`src/rtl/rv32_encoder.sv`:
```
// rv32_encoder: builds RV32I instruction words from field-level requests and
// streams them, with incrementing addresses, into an instruction-memory loader.
// The LI pseudo-instruction expands to ADDI, LUI, or LUI followed by ADDI.
module rv32_encoder #(
    parameter int                ADDR_W    = 32,
    parameter logic [ADDR_W-1:0] BASE_ADDR = '0
) (
    input  logic              clk,
    input  logic              resetn,
    input  logic              restart,
    input  logic              req_valid,
    output logic              req_ready,
    input  logic [3:0]        req_kind,
    input  logic [2:0]        req_funct3,
    input  logic              req_alt,
    input  logic [4:0]        req_rd,
    input  logic [4:0]        req_rs1,
    input  logic [4:0]        req_rs2,
    input  logic [31:0]       req_imm,
    output logic              out_valid,
    input  logic              out_ready,
    output logic [31:0]       out_instr,
    output logic [ADDR_W-1:0] out_addr,
    output logic              err
);

    localparam logic [6:0] OPC_LUI    = 7'h37;
    localparam logic [6:0] OPC_AUIPC  = 7'h17;
    localparam logic [6:0] OPC_JAL    = 7'h6F;
    localparam logic [6:0] OPC_JALR   = 7'h67;
    localparam logic [6:0] OPC_BRANCH = 7'h63;
    localparam logic [6:0] OPC_OPIMM  = 7'h13;
    localparam logic [6:0] OPC_OP     = 7'h33;
    localparam logic [6:0] OPC_STORE  = 7'h23;

    typedef enum logic {S_IDLE, S_LI_LO} state_t;

    state_t            r_state, w_state_nxt;
    logic              r_out_valid;
    logic [31:0]       r_out_instr;
    logic [31:0]       r_lo_instr;
    logic [ADDR_W-1:0] r_addr;
    logic              r_err;

    logic              w_accept, w_hs;
    logic              w_legal, w_two;
    logic [31:0]       w_instr, w_lo;
    logic              w_fit12, w_fit13, w_fit21, w_shamt_ok, w_is_shift;
    logic [19:0]       w_li_hi;

    // Immediate range classification
    assign w_fit12    = (req_imm[31:11] == {21{req_imm[11]}});
    assign w_fit13    = (req_imm[31:12] == {20{req_imm[12]}});
    assign w_fit21    = (req_imm[31:20] == {12{req_imm[20]}});
    assign w_shamt_ok = (req_imm[31:5] == 27'd0);
    assign w_is_shift = (req_funct3 == 3'b001) || (req_funct3 == 3'b101);
    // (imm + 0x800) >> 12 folded so that the low 12 bits never need an adder
    assign w_li_hi    = req_imm[31:12] + {19'd0, req_imm[11]};

    assign w_hs      = r_out_valid & out_ready;
    assign req_ready = (r_state == S_IDLE) & (~r_out_valid | out_ready) & ~restart;
    assign w_accept  = req_valid & req_ready;

    // Field-level request -> instruction word plus legality
    always_comb begin
        w_legal = 1'b0;
        w_two   = 1'b0;
        w_instr = '0;
        w_lo    = '0;
        case (req_kind)
            4'd0: begin
                w_legal = (req_imm[11:0] == 12'd0);
                w_instr = {req_imm[31:12], req_rd, OPC_LUI};
            end
            4'd1: begin
                w_legal = (req_imm[11:0] == 12'd0);
                w_instr = {req_imm[31:12], req_rd, OPC_AUIPC};
            end
            4'd2: begin
                w_legal = w_fit21 & ~req_imm[0];
                w_instr = {req_imm[20], req_imm[10:1], req_imm[11], req_imm[19:12],
                           req_rd, OPC_JAL};
            end
            4'd3: begin
                w_legal = w_fit12;
                w_instr = {req_imm[11:0], req_rs1, 3'b000, req_rd, OPC_JALR};
            end
            4'd4: begin
                w_legal = w_fit13 & ~req_imm[0] &
                          (req_funct3 != 3'b010) & (req_funct3 != 3'b011);
                w_instr = {req_imm[12], req_imm[10:5], req_rs2, req_rs1, req_funct3,
                           req_imm[4:1], req_imm[11], OPC_BRANCH};
            end
            4'd5: begin
                if (w_is_shift) begin
                    w_legal = w_shamt_ok;
                    w_instr = {1'b0, req_alt, 5'b0, req_imm[4:0], req_rs1, req_funct3,
                               req_rd, OPC_OPIMM};
                end else begin
                    w_legal = w_fit12;
                    w_instr = {req_imm[11:0], req_rs1, req_funct3, req_rd, OPC_OPIMM};
                end
            end
            4'd6: begin
                w_legal = 1'b1;
                w_instr = {1'b0, req_alt, 5'b0, req_rs2, req_rs1, req_funct3,
                           req_rd, OPC_OP};
            end
            4'd7: begin
                w_legal = w_fit12;
                w_instr = {req_imm[11:5], req_rs2, req_rs1, req_funct3, req_imm[4:0],
                           OPC_STORE};
            end
            4'd8: begin
                w_legal = 1'b1;
                if (w_fit12) begin
                    w_instr = {req_imm[11:0], 5'd0, 3'b000, req_rd, OPC_OPIMM};
                end else begin
                    w_instr = {w_li_hi, req_rd, OPC_LUI};
                    w_two   = (req_imm[11:0] != 12'd0);
                    w_lo    = {req_imm[11:0], req_rd, 3'b000, req_rd, OPC_OPIMM};
                end
            end
            default: w_legal = 1'b0;
        endcase
    end

    // LI expansion state register
    always_ff @(posedge clk or negedge resetn) begin
        if (!resetn) r_state <= S_IDLE;
        else         r_state <= w_state_nxt;
    end

    // Next state: enter LI_LO on a two-word LI, leave once the LUI is taken
    always_comb begin
        w_state_nxt = r_state;
        if (restart) begin
            w_state_nxt = S_IDLE;
        end else begin
            case (r_state)
                S_IDLE:  if (w_accept && w_legal && w_two) w_state_nxt = S_LI_LO;
                S_LI_LO: if (w_hs) w_state_nxt = S_IDLE;
                default: w_state_nxt = S_IDLE;
            endcase
        end
    end

    // Output word, address counter and error pulse
    always_ff @(posedge clk or negedge resetn) begin
        if (!resetn) begin
            r_out_valid <= 1'b0;
            r_out_instr <= '0;
            r_lo_instr  <= '0;
            r_addr      <= BASE_ADDR;
            r_err       <= 1'b0;
        end else if (restart) begin
            r_out_valid <= 1'b0;
            r_addr      <= BASE_ADDR;
            r_err       <= 1'b0;
        end else begin
            r_err <= w_accept & ~w_legal;
            if (w_hs) r_addr <= r_addr + ADDR_W'(4);
            if (r_state == S_LI_LO) begin
                // LUI is on the output; the ADDI replaces it once taken
                if (w_hs) r_out_instr <= r_lo_instr;
            end else if (w_accept && w_legal) begin
                r_out_valid <= 1'b1;
                r_out_instr <= w_instr;
                if (w_two) r_lo_instr <= w_lo;
            end else if (w_hs) begin
                r_out_valid <= 1'b0;
            end
        end
    end

    assign out_valid = r_out_valid;
    assign out_instr = r_out_instr;
    assign out_addr  = r_addr;
    assign err       = r_err;

endmodule

```
`config.mk`:
```
export PLATFORM = sky130hd
export DESIGN_NAME = rv32_encoder
export DESIGN_NICKNAME = d
export VERILOG_FILES = /design/src/rtl/rv32_encoder.sv
export SDC_FILE = /design/constraint.sdc
export NUM_CORES = 1
export LEC_CHECK = 0
export CAP_MARGIN = 20
export CORE_MARGIN = 1
export CORE_UTILIZATION = 54
export CTS_CLUSTER_DIAMETER = 40
export DETAILED_ROUTE_END_ITERATION = 8
export GPL_TIMING_DRIVEN = 0
export HOLD_SLACK_MARGIN = 0.05
export MAX_ROUTING_LAYER = met4
export PLACE_DENSITY = 0.89
export SLEW_MARGIN = 20
export SYNTH_ARGS = -nofsm -noshare
export SYNTH_HDL_FRONTEND = slang
export SYNTH_SLANG_ARGS = --single-unit
export TNS_END_PERCENT = 1
```
`constraint.sdc`:
```
create_clock -name clk -period 4 [get_ports clk]
set_input_delay 0.8 -clock clk [delete_from_list [all_inputs] [get_ports clk]]
set_output_delay 0.8 -clock clk [all_outputs]
set_load 0.05 [all_outputs]
```
# == After elaboration in Yosys (flattened, before gate mapping) ==
# Index checks and enable logic that the tools add are counted.
# totals
regBits,99
inputBits,60
out_inout_bits,67
word_cells,79
# op_classes
add_sub_neg,2
eq_ne,17
n_mux,23
n_bitwise,15
reduce_logical,16
# op_table
cell,n
$mux W32,9
$pmux W32 S9,1
$add A32 B3 Y32 const B,1
$logic_not A27 Y1,1
$add A20 B1 Y20,1
$eq A20 B20 Y1,1
$eq A19 B19 Y1,1
$eq A4 B3 Y1 const B,4
$logic_not A12 Y1,1
$reduce_bool A12 Y1,1
$eq A11 B11 Y1,1
$mux W1,11
$and A1 B1 Y1,9
$eq A4 B2 Y1 const B,2
$ne A3 B2 Y1 const B,2
$pmux W1 S6,1
$reduce_or A2 Y1,3
$not A1 Y1,5
$eq A4 B1 Y1 const B,1
$eq A4 B4 Y1 const B,1
$logic_not A4 Y1,1
$reduce_and A4 Y1,1
$reduce_bool A2 Y1,2
$eq A3 B1 Y1 const B,1
10 further kinds,11

# == Longest topological paths before layout ==
# depth
word_depth,10
ltp_mapped,13

# == Worst setup path before layout ==
# No wires, ideal clock.
# synth_path
kind,input to register
from,input port restart
to,register r_lo_instr[25]
setup_time_ps,125
t_arrival_ps,3282
required_time_ps,3875
path_slack_ps,593
cell_stages,7
path_buffers,3
cell_sequence,clkbuf_1 a211oi_1 and2_1 o211a_1 buf_4 buf_6 mux2_2
# synth_via
elab_chain_cells,5
# synth_lines
item,line,text
"start, declared",10,"input logic restart,"
$not A1 Y1 (no source line),n/a,
$and A1 B1 Y1,61,assign req_ready = (r_state == S_IDLE) & (~r_out_valid | out_ready) & ~restart;
named net req_ready,12,"output logic req_ready,"
$and A1 B1 Y1,62,assign w_accept = req_valid & req_ready;
$logic_and A1 B1 Y1,166,end else if (w_accept && w_legal) begin
$reduce_and A4 Y1 (no source line),n/a,
"end signal, assigned",169,if (w_two) r_lo_instr <= w_lo;
"end, declared",41,logic [31:0] r_lo_instr;
# The timed path passes the listed nets, and every way through them passes these cells.
# A chain may end at the register's enable or synchronous reset.

# == Final worst setup path ==
# layout_path
from,input port req_imm[11]
to,"register r_out_instr[13], in the netlist out_instr[13]"
# layout_via
elab_chain_cells,6
word_cells_on_any_way,13
# layout_lines
item,line,text
"start, declared",19,"input logic [31:0] req_imm,"
branches (longest 6 deep; another with $add A20 B1 Y20),n/a,
"end signal, assigned",165,if (w_hs) r_out_instr <= r_lo_instr;
"end signal, assigned",168,r_out_instr <= w_instr;
"end, declared",40,logic [31:0] r_out_instr;
# Parallel ways; which one is timed is not known. The select of a mux whose other input is x is not followed.

==> out/metrics.cfg <==
[status]
status=finished clean

[placed_design]
gp_congestion=0.975
hpwlAfterDp_um=13400
numPortBuffers=117
dp_cells=838

[die]
die_h_um=101
dieArea_mm2=0.0101
rows=35
die_x_um=101
io_pins=127
start_util_pct=56.4
design.core.area_mm2=0.00933

[grt]
grt_pass1_vias=5186
track_usage_pct=36.2
grt_first_pass_wirelength_um=26900
antenna_found_initial=0
grt-ovfl-total=0
grt_max_degree=61

[run]
max-cap-violations=0

[clocking]
clk_latency_ns=0.36
cts_buffer_depth=2
numCtsBuffers=9
cts_root_buf=clkbuf_8
clock-sinks=82
cts_tree=yes
cts_setup_buffers=0
h-tree-depth=3
clk_pin_slew_ns=0.09

[critical_path]
critical_path_depth=13
worstReg2RegEnd=out_instr[16]
cp_slowest_cell=clkdlybuf4s50_1
critical_path.max_fanout=10
r2r_slack_ns=1.30
crit_required_ns=4.24
cp_cell_sequence=clkdlybuf4s50_1, clkbuf_2, inv_1, ha_1, nand2b_1, or4_1, a22o_1, buf_6, and2_4, buf_6, a222oi_1, nor2_1, mux2_2
reg2reg_from=r_state
arrival_ns=4.17
cpMostUsedCell=buf_6
cp-start-kind=input pin
critPathMaxStageDelay_ns=0.50
cp-end-kind=flop
reg2reg_depth=6
crit_family=buffers and inverters
critPathBufInv=5
worstSetupPathType=in2reg

[yosys]
syn_inst=590
synthAdderAreaFrac_pct=1.19
synth_edf_count=0
synth_compound_area_share_pct=15.5
ys_ff_latch=82
synth_top_family_by_area=simple AND/OR/NAND/NOR gates
synth.avg_cell_area_um2=8.92
yosysWarnings=0
yosys.area_share.simple_pct=21.7
muxShareOfSynthArea_pct=11.5
synth_flop_cell=dfrtp_1
yosys.area_share.xor_xnor_pct=6.16
synthTopCellsByArea=dfrtp_1 39%, mux2_2 9.0%, nand2_1 4.6%, nor2_1 3.9%, xor2_1 3.7%
synth-async-reset-ratio_pct=100
synth_area_mm2=0.00526
synth-seq-area-share_pct=39.0
netlist-cell-type-count=57
synth_top_area_share_pct=39.0
yosys.area.top_type=dfrtp_1

[power_and_ir_drop]
p_seq_share_pct=41.9
pwr-share-comb_pct=30.4
p_sw_share_pct=35.4
leakagePower_nw=2.91
ir_drop_v=0.000224
internal-power_mw=1.50
pwr-share-clk_pct=27.7
p_per_area_mw_per_mm2=340
p_switching_mw=0.822

[timing]
tightest_slew_ns=1.04
fin_crit_ns=3.92
drv_slew=0
maxSlewHeadroom_pct=30.6
min_period_over_period_pct=98.1
tns_ns=0
skew_ns=0.00731
final-setup-viol-count=0
fmax_mhz=255
rsz0062_at_grt=no
finalHoldViolations=0

[detailed_routing]
first_pass_iters=8
wl_um=17400
num_vias=5346
wl_per_cell_um=20.4
drt-initial-drc-count=520
vias_per_cell=6.26
final_antenna_net_count=0
post-route-drc-count=0

[layout]
final_nets=785
fillCellCount=681
diodes=0
layoutNonFillerInstCount=854
drive_gt1_share_pct=11.3
syn_to_final_growth_pct=29.9

[hold_path]
hold_class=in2async

state kept, by name, summed over array words and instances (netlist names):
register    cells
err             1
out_addr       30
out_instr      31
out_valid       1
r_lo_instr     18
r_state         1
layer usage:
metal | wire (um) | part of all wire, % | global-route usage [%]
met1 | 7250 | 42 | 46.3
met2 | 8380 | 48 | 59.5
met3 | 1330 | 7.6 | 4.37
met4 | 433 | 2.5 | 12.5
met5 | 0 | 0 | -
cell usage in the layout (no fill, tap or decap), drive strengths merged, types with 11 or more instances in the layout:
| cell type | n |
|---|---|
| and3 | 14 |
| buf | 18 |
| a22oi | 14 |
| a21oi | 32 |
| o21ai | 32 |
| dfrtp | 82 |
| xnor2 | 15 |
| clkbuf | 35 |
| nand3 | 24 |
| nor2 | 54 |
| inv | 15 |
| nor3 | 11 |
| clkdlybuf4s50 | 116 |
| nand4 | 15 |
| xor2 | 22 |
| nand2 | 64 |
| mux2 | 45 |
cells by family (layout without fill, tap and decap cells):
logic type	count (synthesis)	after routing
other cells	1	2
xor+xnor	37	37
compound gates	124	124
mux	55	55
flops	82	82
buf+inv	55	189
simple gates	231	231
fa+ha+maj	5	5
timing repair:
action	CTS	global route
gates resized for setup	1	0
hold buffers	0	0
endpoints found under the setup margin	1	0
layout make-up:
class	instances	area, um^2	share of cell area, %
timing repair buffer	118	1200	17.5
sequential	82	2050	30.0
clock inverter	6	72.6	1.06
tap	129	161	2.36
buffer	41	203	2.97
clock buffer	10	138	2.01
multi-input combinational	454	2960	43.3
inverter	14	52.6	0.769
metrics by stage:
step                      total power, mW  worst slack (ns)  instance area (um^2)  util, %  hold slack, ns
final                                2.32            0.0752                  6830     73.3           0.340
after global routing                 2.40            0.0656                  6830     73.3           0.347
after CTS                            2.32             0.187                  6830     73.3           0.341
after detailed placement             1.69            -0.381                  6620     71.0           0.478
after global placement               1.67            -0.612                  6600     70.7           0.453
after floorplan                      1.40             0.593                  5260        -           0.440
power groups by stage:
stage	Combinational, mW	Clock, mW	Sequential, mW
global placement	0.685	0	0.980
detailed placement	0.700	0	0.988
global route	0.741	0.681	0.983
floorplan	0.224	0	1.17
finish	0.707	0.643	0.974
CTS	0.702	0.648	0.972
cells in the mapped netlist, types with 6 or more instances:
library cell / number
a21oi_1: 32
a22o_1: 9
a22oi_1: 14
a31oi_1: 7
and2_1: 6
and3_1: 14
and4_1: 7
buf_2: 7
clkbuf_1: 24
dfrtp_1: 82
inv_1: 13
mux2_2: 42
mux2i_1: 10
nand2_1: 64
nand3_1: 24
nand4_1: 14
nor2_1: 54
nor3_1: 11
nor4_1: 10
o21ai_0: 32
xnor2_1: 15
xor2_1: 22
how the worst max path moves through the flow:
stage	start	to
2_1_floorplan	restart	r_lo_instr[25]
3_3_place_gp	resetn	out_instr[27]
3_5_place_dp	req_imm[11]	out_instr[13]
4_1_cts	req_imm[11]	out_instr[13]
5_1_grt	req_imm[11]	out_instr[13]
6_report	req_imm[11]	out_instr[13]
worst register-to-register path: stages (launching register included):
cell,delay [ns]
dfrtp_1,0.40
clkbuf_1,0.29
a21oi_1,0.89
clkbuf_1,0.55
nand2_1,0.13
o21ai_0,0.21
mux2_2,0.18
(Power assumes the default switching activity.)
